`src/rtl/cp0_exc_ctrl.sv`:
```
// Exception/interrupt/ERET sequencer feeding the CP0 register file.
// Each accepted event runs IDLE -> WRITE -> REDIRECT and then returns to IDLE.
module cp0_exc_ctrl #(
    parameter logic [31:0] EXC_VECTOR    = 32'h8000_0180,
    parameter logic [31:0] REFILL_VECTOR = 32'h8000_0000
) (
    input  logic        clk,
    input  logic        rst_n,
    input  logic        i_exc_req,
    input  logic [4:0]  i_exc_code,
    input  logic [31:0] i_exc_pc,
    input  logic        i_exc_bd,
    input  logic        i_exc_has_bva,
    input  logic [31:0] i_exc_bva,
    input  logic        i_exc_refill,
    input  logic        i_eret_req,
    input  logic [5:0]  i_hw_int,
    input  logic [31:0] i_cp0_status,
    input  logic [31:0] i_cp0_epc,
    output logic [31:0] o_in_epc,
    output logic [31:0] o_in_status,
    output logic [31:0] o_in_cause,
    output logic [31:0] o_in_badVAddr,
    output logic        o_we_epc,
    output logic        o_we_status,
    output logic        o_we_cause,
    output logic        o_we_badVAddr,
    output logic        o_flush,
    output logic        o_redirect_valid,
    output logic [31:0] o_redirect_pc,
    output logic        o_busy
);

    typedef enum logic [1:0] {
        S_IDLE     = 2'd0,
        S_WRITE    = 2'd1,
        S_REDIRECT = 2'd2
    } state_t;

    state_t      r_state;
    state_t      w_next_state;

    logic [5:0]  r_ip_meta;
    logic [5:0]  r_ip_sync;
    logic [31:0] r_target;

    logic        w_exl;
    logic        w_int_pend;
    logic        w_accept_exc;
    logic        w_accept_int;
    logic        w_accept_eret;
    logic        w_accept_trap;
    logic        w_bd;
    logic [4:0]  w_code;
    logic [31:0] w_cause;
    logic [31:0] w_epc_val;
    logic [31:0] w_target;

    assign w_exl      = i_cp0_status[1];
    assign w_int_pend = (|(r_ip_sync & i_cp0_status[15:10])) & i_cp0_status[0] & ~w_exl;

    always_ff @(posedge clk or negedge rst_n) begin
        if (!rst_n) begin
            r_ip_meta <= 6'd0;
            r_ip_sync <= 6'd0;
        end else begin
            r_ip_meta <= i_hw_int;
            r_ip_sync <= r_ip_meta;
        end
    end

    always_ff @(posedge clk or negedge rst_n) begin
        if (!rst_n) begin
            r_state <= S_IDLE;
        end else begin
            r_state <= w_next_state;
        end
    end

    // Acceptance is only possible in IDLE; exceptions beat interrupts beat ERET.
    always_comb begin
        w_next_state  = r_state;
        w_accept_exc  = 1'b0;
        w_accept_int  = 1'b0;
        w_accept_eret = 1'b0;
        case (r_state)
            S_IDLE: begin
                if (i_exc_req) begin
                    w_accept_exc = 1'b1;
                    w_next_state = S_WRITE;
                end else if (w_int_pend) begin
                    w_accept_int = 1'b1;
                    w_next_state = S_WRITE;
                end else if (i_eret_req) begin
                    w_accept_eret = 1'b1;
                    w_next_state  = S_WRITE;
                end
            end
            S_WRITE:    w_next_state = S_REDIRECT;
            S_REDIRECT: w_next_state = S_IDLE;
            default:    w_next_state = S_IDLE;
        endcase
    end

    // An interrupt is an exception with ExcCode 0, no delay slot and no bad address.
    assign w_accept_trap = w_accept_exc | w_accept_int;
    assign w_bd          = w_accept_exc & i_exc_bd;
    assign w_code        = w_accept_exc ? i_exc_code : 5'd0;
    assign w_cause       = {w_bd, 15'd0, r_ip_sync, 3'd0, w_code, 2'd0};
    assign w_epc_val     = w_bd ? (i_exc_pc - 32'd4) : i_exc_pc;

    always_comb begin
        w_target = EXC_VECTOR;
        if (w_accept_eret) begin
            w_target = i_cp0_epc;
        end else if (w_accept_exc && i_exc_refill && !w_exl) begin
            w_target = REFILL_VECTOR;
        end
    end

    // Update words and strobes are loaded at acceptance so they live exactly for WRITE.
    always_ff @(posedge clk or negedge rst_n) begin
        if (!rst_n) begin
            o_in_epc         <= 32'd0;
            o_in_status      <= 32'd0;
            o_in_cause       <= 32'd0;
            o_in_badVAddr    <= 32'd0;
            o_we_epc         <= 1'b0;
            o_we_status      <= 1'b0;
            o_we_cause       <= 1'b0;
            o_we_badVAddr    <= 1'b0;
            o_redirect_valid <= 1'b0;
            o_redirect_pc    <= 32'd0;
            r_target         <= 32'd0;
        end else begin
            o_in_epc         <= 32'd0;
            o_in_status      <= 32'd0;
            o_in_cause       <= 32'd0;
            o_in_badVAddr    <= 32'd0;
            o_we_epc         <= 1'b0;
            o_we_status      <= 1'b0;
            o_we_cause       <= 1'b0;
            o_we_badVAddr    <= 1'b0;
            o_redirect_valid <= 1'b0;
            o_redirect_pc    <= 32'd0;
            if (w_accept_trap) begin
                o_we_cause    <= 1'b1;
                o_in_cause    <= w_cause;
                o_we_status   <= 1'b1;
                o_in_status   <= i_cp0_status | 32'h0000_0002;
                o_we_epc      <= ~w_exl;
                o_in_epc      <= w_exl ? 32'd0 : w_epc_val;
                o_we_badVAddr <= w_accept_exc & i_exc_has_bva;
                o_in_badVAddr <= w_accept_exc ? i_exc_bva : 32'd0;
                r_target      <= w_target;
            end else if (w_accept_eret) begin
                o_we_status   <= 1'b1;
                o_in_status   <= i_cp0_status & ~32'h0000_0002;
                r_target      <= w_target;
            end
            if (r_state == S_WRITE) begin
                o_redirect_valid <= 1'b1;
                o_redirect_pc    <= r_target;
            end
        end
    end

    assign o_busy  = (r_state != S_IDLE);
    assign o_flush = (r_state != S_IDLE);

endmodule

```
`config.mk`:
```
export PLATFORM = sky130hd
export DESIGN_NAME = cp0_exc_ctrl
export DESIGN_NICKNAME = d
export VERILOG_FILES = /design/src/rtl/cp0_exc_ctrl.sv
export SDC_FILE = /design/constraint.sdc
export NUM_CORES = 1
export LEC_CHECK = 0
export CAP_MARGIN = 20
export CORE_UTILIZATION = 40
export DETAILED_ROUTE_END_ITERATION = 6
export PLACE_DENSITY = 0.77
export SYNTH_ARGS = -nofsm -noshare
export SYNTH_HDL_FRONTEND = slang
export SYNTH_SLANG_ARGS = --single-unit
```
`constraint.sdc`:
```
create_clock -name clk -period 2.6 [get_ports clk]
set_clock_uncertainty 0.15 [all_clocks]
set_input_delay 0.65 -clock clk [delete_from_list [all_inputs] [get_ports clk]]
set_output_delay 0.65 -clock clk [all_outputs]
set_load 0.05 [all_outputs]
```
==> results summary <==
TritonCTS built the clock tree. The layer flagged by global routing as most heavily used is met2. The kind of critical path is reg2out. The clock latency on the worst-skew pair is 420 ps. The DRC violations left is 0.

The slew at the pin with the worst max-slew slack is 571 ps. The total congestion overflow after global routing came out at 0. The number of instances resized during post-cts repair is 0.

The number of synthesized register bits came out at 190. The part of the total power dissipated in sequential elements came out at 0.343. The die area came out at 18100 um^2. The number of endpoints failing setup at the final stage is 0. Setup repair after global routing left no endpoint under its margin. The total power consumption of the routed design came out at 11.1 mW.

The largest stage delay on the critical path is 850 ps. The global-route wire length before repair came out at 27.7 mm. The number of buffers and inverters on the critical path is 1. The post-route minimum period is 2420 ps.

For this configuration, the core starts out at a cell density of 0.407. Power spread over the standard cell area amounts to 983 nW/um^2. In this run the tightest slew margin relative to its limit is 0.618. The tool flagged a number of max-cap violations equal to 0. The count of final max-slew check failures was 0. In the global route stage, met3 resource usage came out at 0.0522. The run finished with clean final reports. The mean cell area of the mapped netlist came out at 13.1 um^2.

After the first detailed-routing iteration, the DRC count stood at 244. In the synthesized netlist the dominant register cell turns out to be dfrtp_1. The width of the die is 135 um. For this design the static power due to leakage is 5.06 nW. The number of buffers added on ports came out at 292. The netlist area before placement came out at 7020 um^2. The number of ports placed on the die boundary came out at 313. The worst-path maximum fanout is 1. The launch point of the worst path is o_in_cause[13]. Of the total power, the clock network draws 0.256.

The count of nets after finishing came out at 1034. The internal power is 6.87 mW. The signal on the critical path passes through clkdlybuf4s50_1.

The sequential area share after synthesis is 0.677. The fill cell instance count of the final layout came out at 1290. The maximum clock frequency is 414 MHz. The tree is rooted in a clkbuf_16. The repair_antennas step left the layout with diodes totalling 0. Across the VDD grid, the largest voltage drop is 556 uV. Yosys attributes the largest share of cell area to dfrtp_1 68%, and2_1 9.6%, a22o_1 3.6%.

In the finished design, the share of the clock period the worst path needs comes to 0.929. The number of synthesis warnings came out at 0. The count of unique library cells instantiated by Yosys came out at 45. The via count is 5244.

The post-route worst setup slack is 184 ps. The proportion of power drawn by combinational gates is 0.401. Yosys mapped a number of flops with a built-in enable equal to 0.

The count of nets left with antenna violations once routing finished came out at 0. The arrival time reported for the critical path endpoint came out at 1620 ps. For this design the total switching power over the nets is 4.25 mW. The number of hold-repair buffers added at the cts stage came out at 0.

The initial antenna violation count is 0. The met1 track demand over resource came out at 0.241. After clock tree synthesis, the clock-pin slew on the worst setup and hold paths is 70 ps. The cell count after synthesis came out at 537.

The final setup TNS came out at 0 ps. The die outline height came out at 135 um. The number of buffers on the longest clock path is 2. The layout overhead on the synthesized area is 61.2%. Of all flip-flops after synthesis, the portion carrying an async set or reset was 1.00. The number of clock sinks came out at 190.

The global-route met2 utilization is 0.346. The data required time at the worst endpoint is 1800 ps. The fraction of power spent switching nets came out at 0.382. The total global routing track utilization came out at 0.202. The setup fix buffers added after clock tree synthesis came out at 0.

For this design, the slowest cell found on the critical path is clkdlybuf4s50_1. Of the post-synthesis cell area, the dominant cell type holds 0.677. On the final layout, the worst hold slack is 53.4 ps. In the final layout, the share of cells above drive strength 1 is 0.128. The post-detailed-placement half-perimeter wirelength came out at 13.1 mm. The setup slack at placement came out at -205 ps. The kind of cell adding the most delay to the critical path is buffers and inverters.

Entering global routing, the biggest net connects 62 pins. The detailed-route wire length per cell is 15.8 um. The origin of the critical flop-to-flop path is r_state[0].

The via density per instance is 4.66. The floorplan has 48 rows. The number of detailed-route iterations in the first pass came out at 4. The congestion estimate from routability-driven global placement came to 0.791. The number of H-tree levels came out at 4. STA classifies the critical path startpoint as a flop.

In this run the worst hold path is classified as in2async. The number of buffers inserted during clock tree synthesis is 17. The wire length reported by the detailed router came out at 17.7 mm. The count of endpoints failing hold in the final timing report came out at 0.

The post-synthesis cell type with the largest combined area is dfrtp_1. The via count of the first global-routing pass is 5184. The endpoint kind of the worst setup timing path is an output pin. The area of the placeable core is 17200 um^2.
cell usage in the layout (no fill, tap or decap), types with 3 or more instances in the layout:
| cell type | instances |
|---|---|
| a21oi_1 | 18 |
| a22o_1 | 29 |
| a22oi_1 | 5 |
| and2_1 | 108 |
| buf_12 | 8 |
| buf_4 | 61 |
| bufinv_16 | 4 |
| clkbuf_16 | 17 |
| clkdlybuf4s50_1 | 289 |
| clkinv_4 | 3 |
| conb_1 | 20 |
| dfrtp_1 | 190 |
| inv_1 | 13 |
| inv_8 | 3 |
| mux2i_1 | 4 |
| nand2_1 | 5 |
| nand3_1 | 4 |
| nand3b_1 | 3 |
| nand4_1 | 5 |
| nand4b_1 | 3 |
| nor2_1 | 17 |
| nor3_1 | 3 |
| nor4_1 | 5 |
| o211ai_1 | 6 |
| o21ai_0 | 6 |
| o31ai_1 | 12 |
| or3_1 | 7 |
| or4_1 | 13 |
| xor2_1 | 8 |
state kept, by name, summed over array words and instances, names as in the netlist:
| name | cells |
|---|---|
| o_we_status | 1 |
| o_redirect_valid | 1 |
| r_ip_meta | 6 |
| o_redirect_pc | 32 |
| o_in_badVAddr | 32 |
| o_in_epc | 32 |
| o_we_badVAddr | 1 |
| r_ip_sync | 6 |
| o_we_epc | 1 |
| r_target | 32 |
| r_state | 2 |
| o_in_cause | 12 |
| o_in_status | 32 |
Yosys cell counts (2+ instances only):
cell type	number
a21oi_1	18
nand3b_1	3
mux2i_1	4
nor4_4	2
xor2_1	8
nor2_1	17
or4_1	13
nor3_1	3
o21ai_0	6
a22oi_1	5
nand3_1	4
nand4b_1	3
o31ai_1	13
o211ai_1	6
a22o_1	29
buf_4	22
nor3b_1	2
and2_1	108
nor2b_1	4
or3_1	7
clkbuf_1	18
nand2_1	5
nand4_1	5
nor4_1	5
nand2b_1	2
buf_2	5
dfrtp_1	190
inv_1	13
layer usage:
layer  vias up  share of wire
li1       2497              -
met5         -              0
met4         0          0.024
met1      2507           0.39
met3        27          0.065
met2       213           0.52
kinds of logic after synthesis:
group,Yosys count,synth area share
xor+xnor,9,0.0112
simple gates,189,0.172
mux,5,0.00730
buf+inv,60,0.0458
fa+ha+maj,1,0.00178
other cells,1,0.000534
compound gates,82,0.0844
flops,190,0.677
stage by stage:
stage	util	instances	area, um^2
floorplan	-	556	7090
global placement	0.619	1093	10700
detailed placement	0.619	1093	10700
CTS	0.657	1125	11300
global route	0.657	1125	11300
finish	0.657	1125	11300
final cells by class:
type / instances / area (um^2) / area share
well taps: 225 / 282 / 0.0249
inverters: 13 / 48.8 / 0.00431
repair buffers: 359 / 3520 / 0.311
clock buffers: 18 / 429 / 0.0379
multi-input cells: 306 / 2060 / 0.182
flip-flops and latches: 190 / 4750 / 0.420
clock inverters: 14 / 226 / 0.0200
power by group through the flow:
stage	clock network (mW)	registers, mW	logic [mW]
2_1_floorplan	0	5.44	1.07
3_3_place_gp	0	3.86	4.47
3_5_place_dp	0	3.88	4.50
4_1_cts	2.91	3.83	4.51
5_1_grt	3.06	3.88	4.69
6_report	2.85	3.82	4.46
path summary, 6_finish.rpt:
kind                                      to  slack, ps  cells past startpoint
setup / recovery              o_in_cause[13]        180                      1
hold / removal             o_redirect_pc[16]         50                      1
setup reg to reg                o_in_epc[24]        540                      5
hold reg to reg                 r_ip_sync[3]        200                      0
max in group asynchronous        o_in_epc[6]       1590                      2
min in group clk                r_ip_sync[3]        200                      0
No activity file was read; power rests on OpenSTA's default activity.
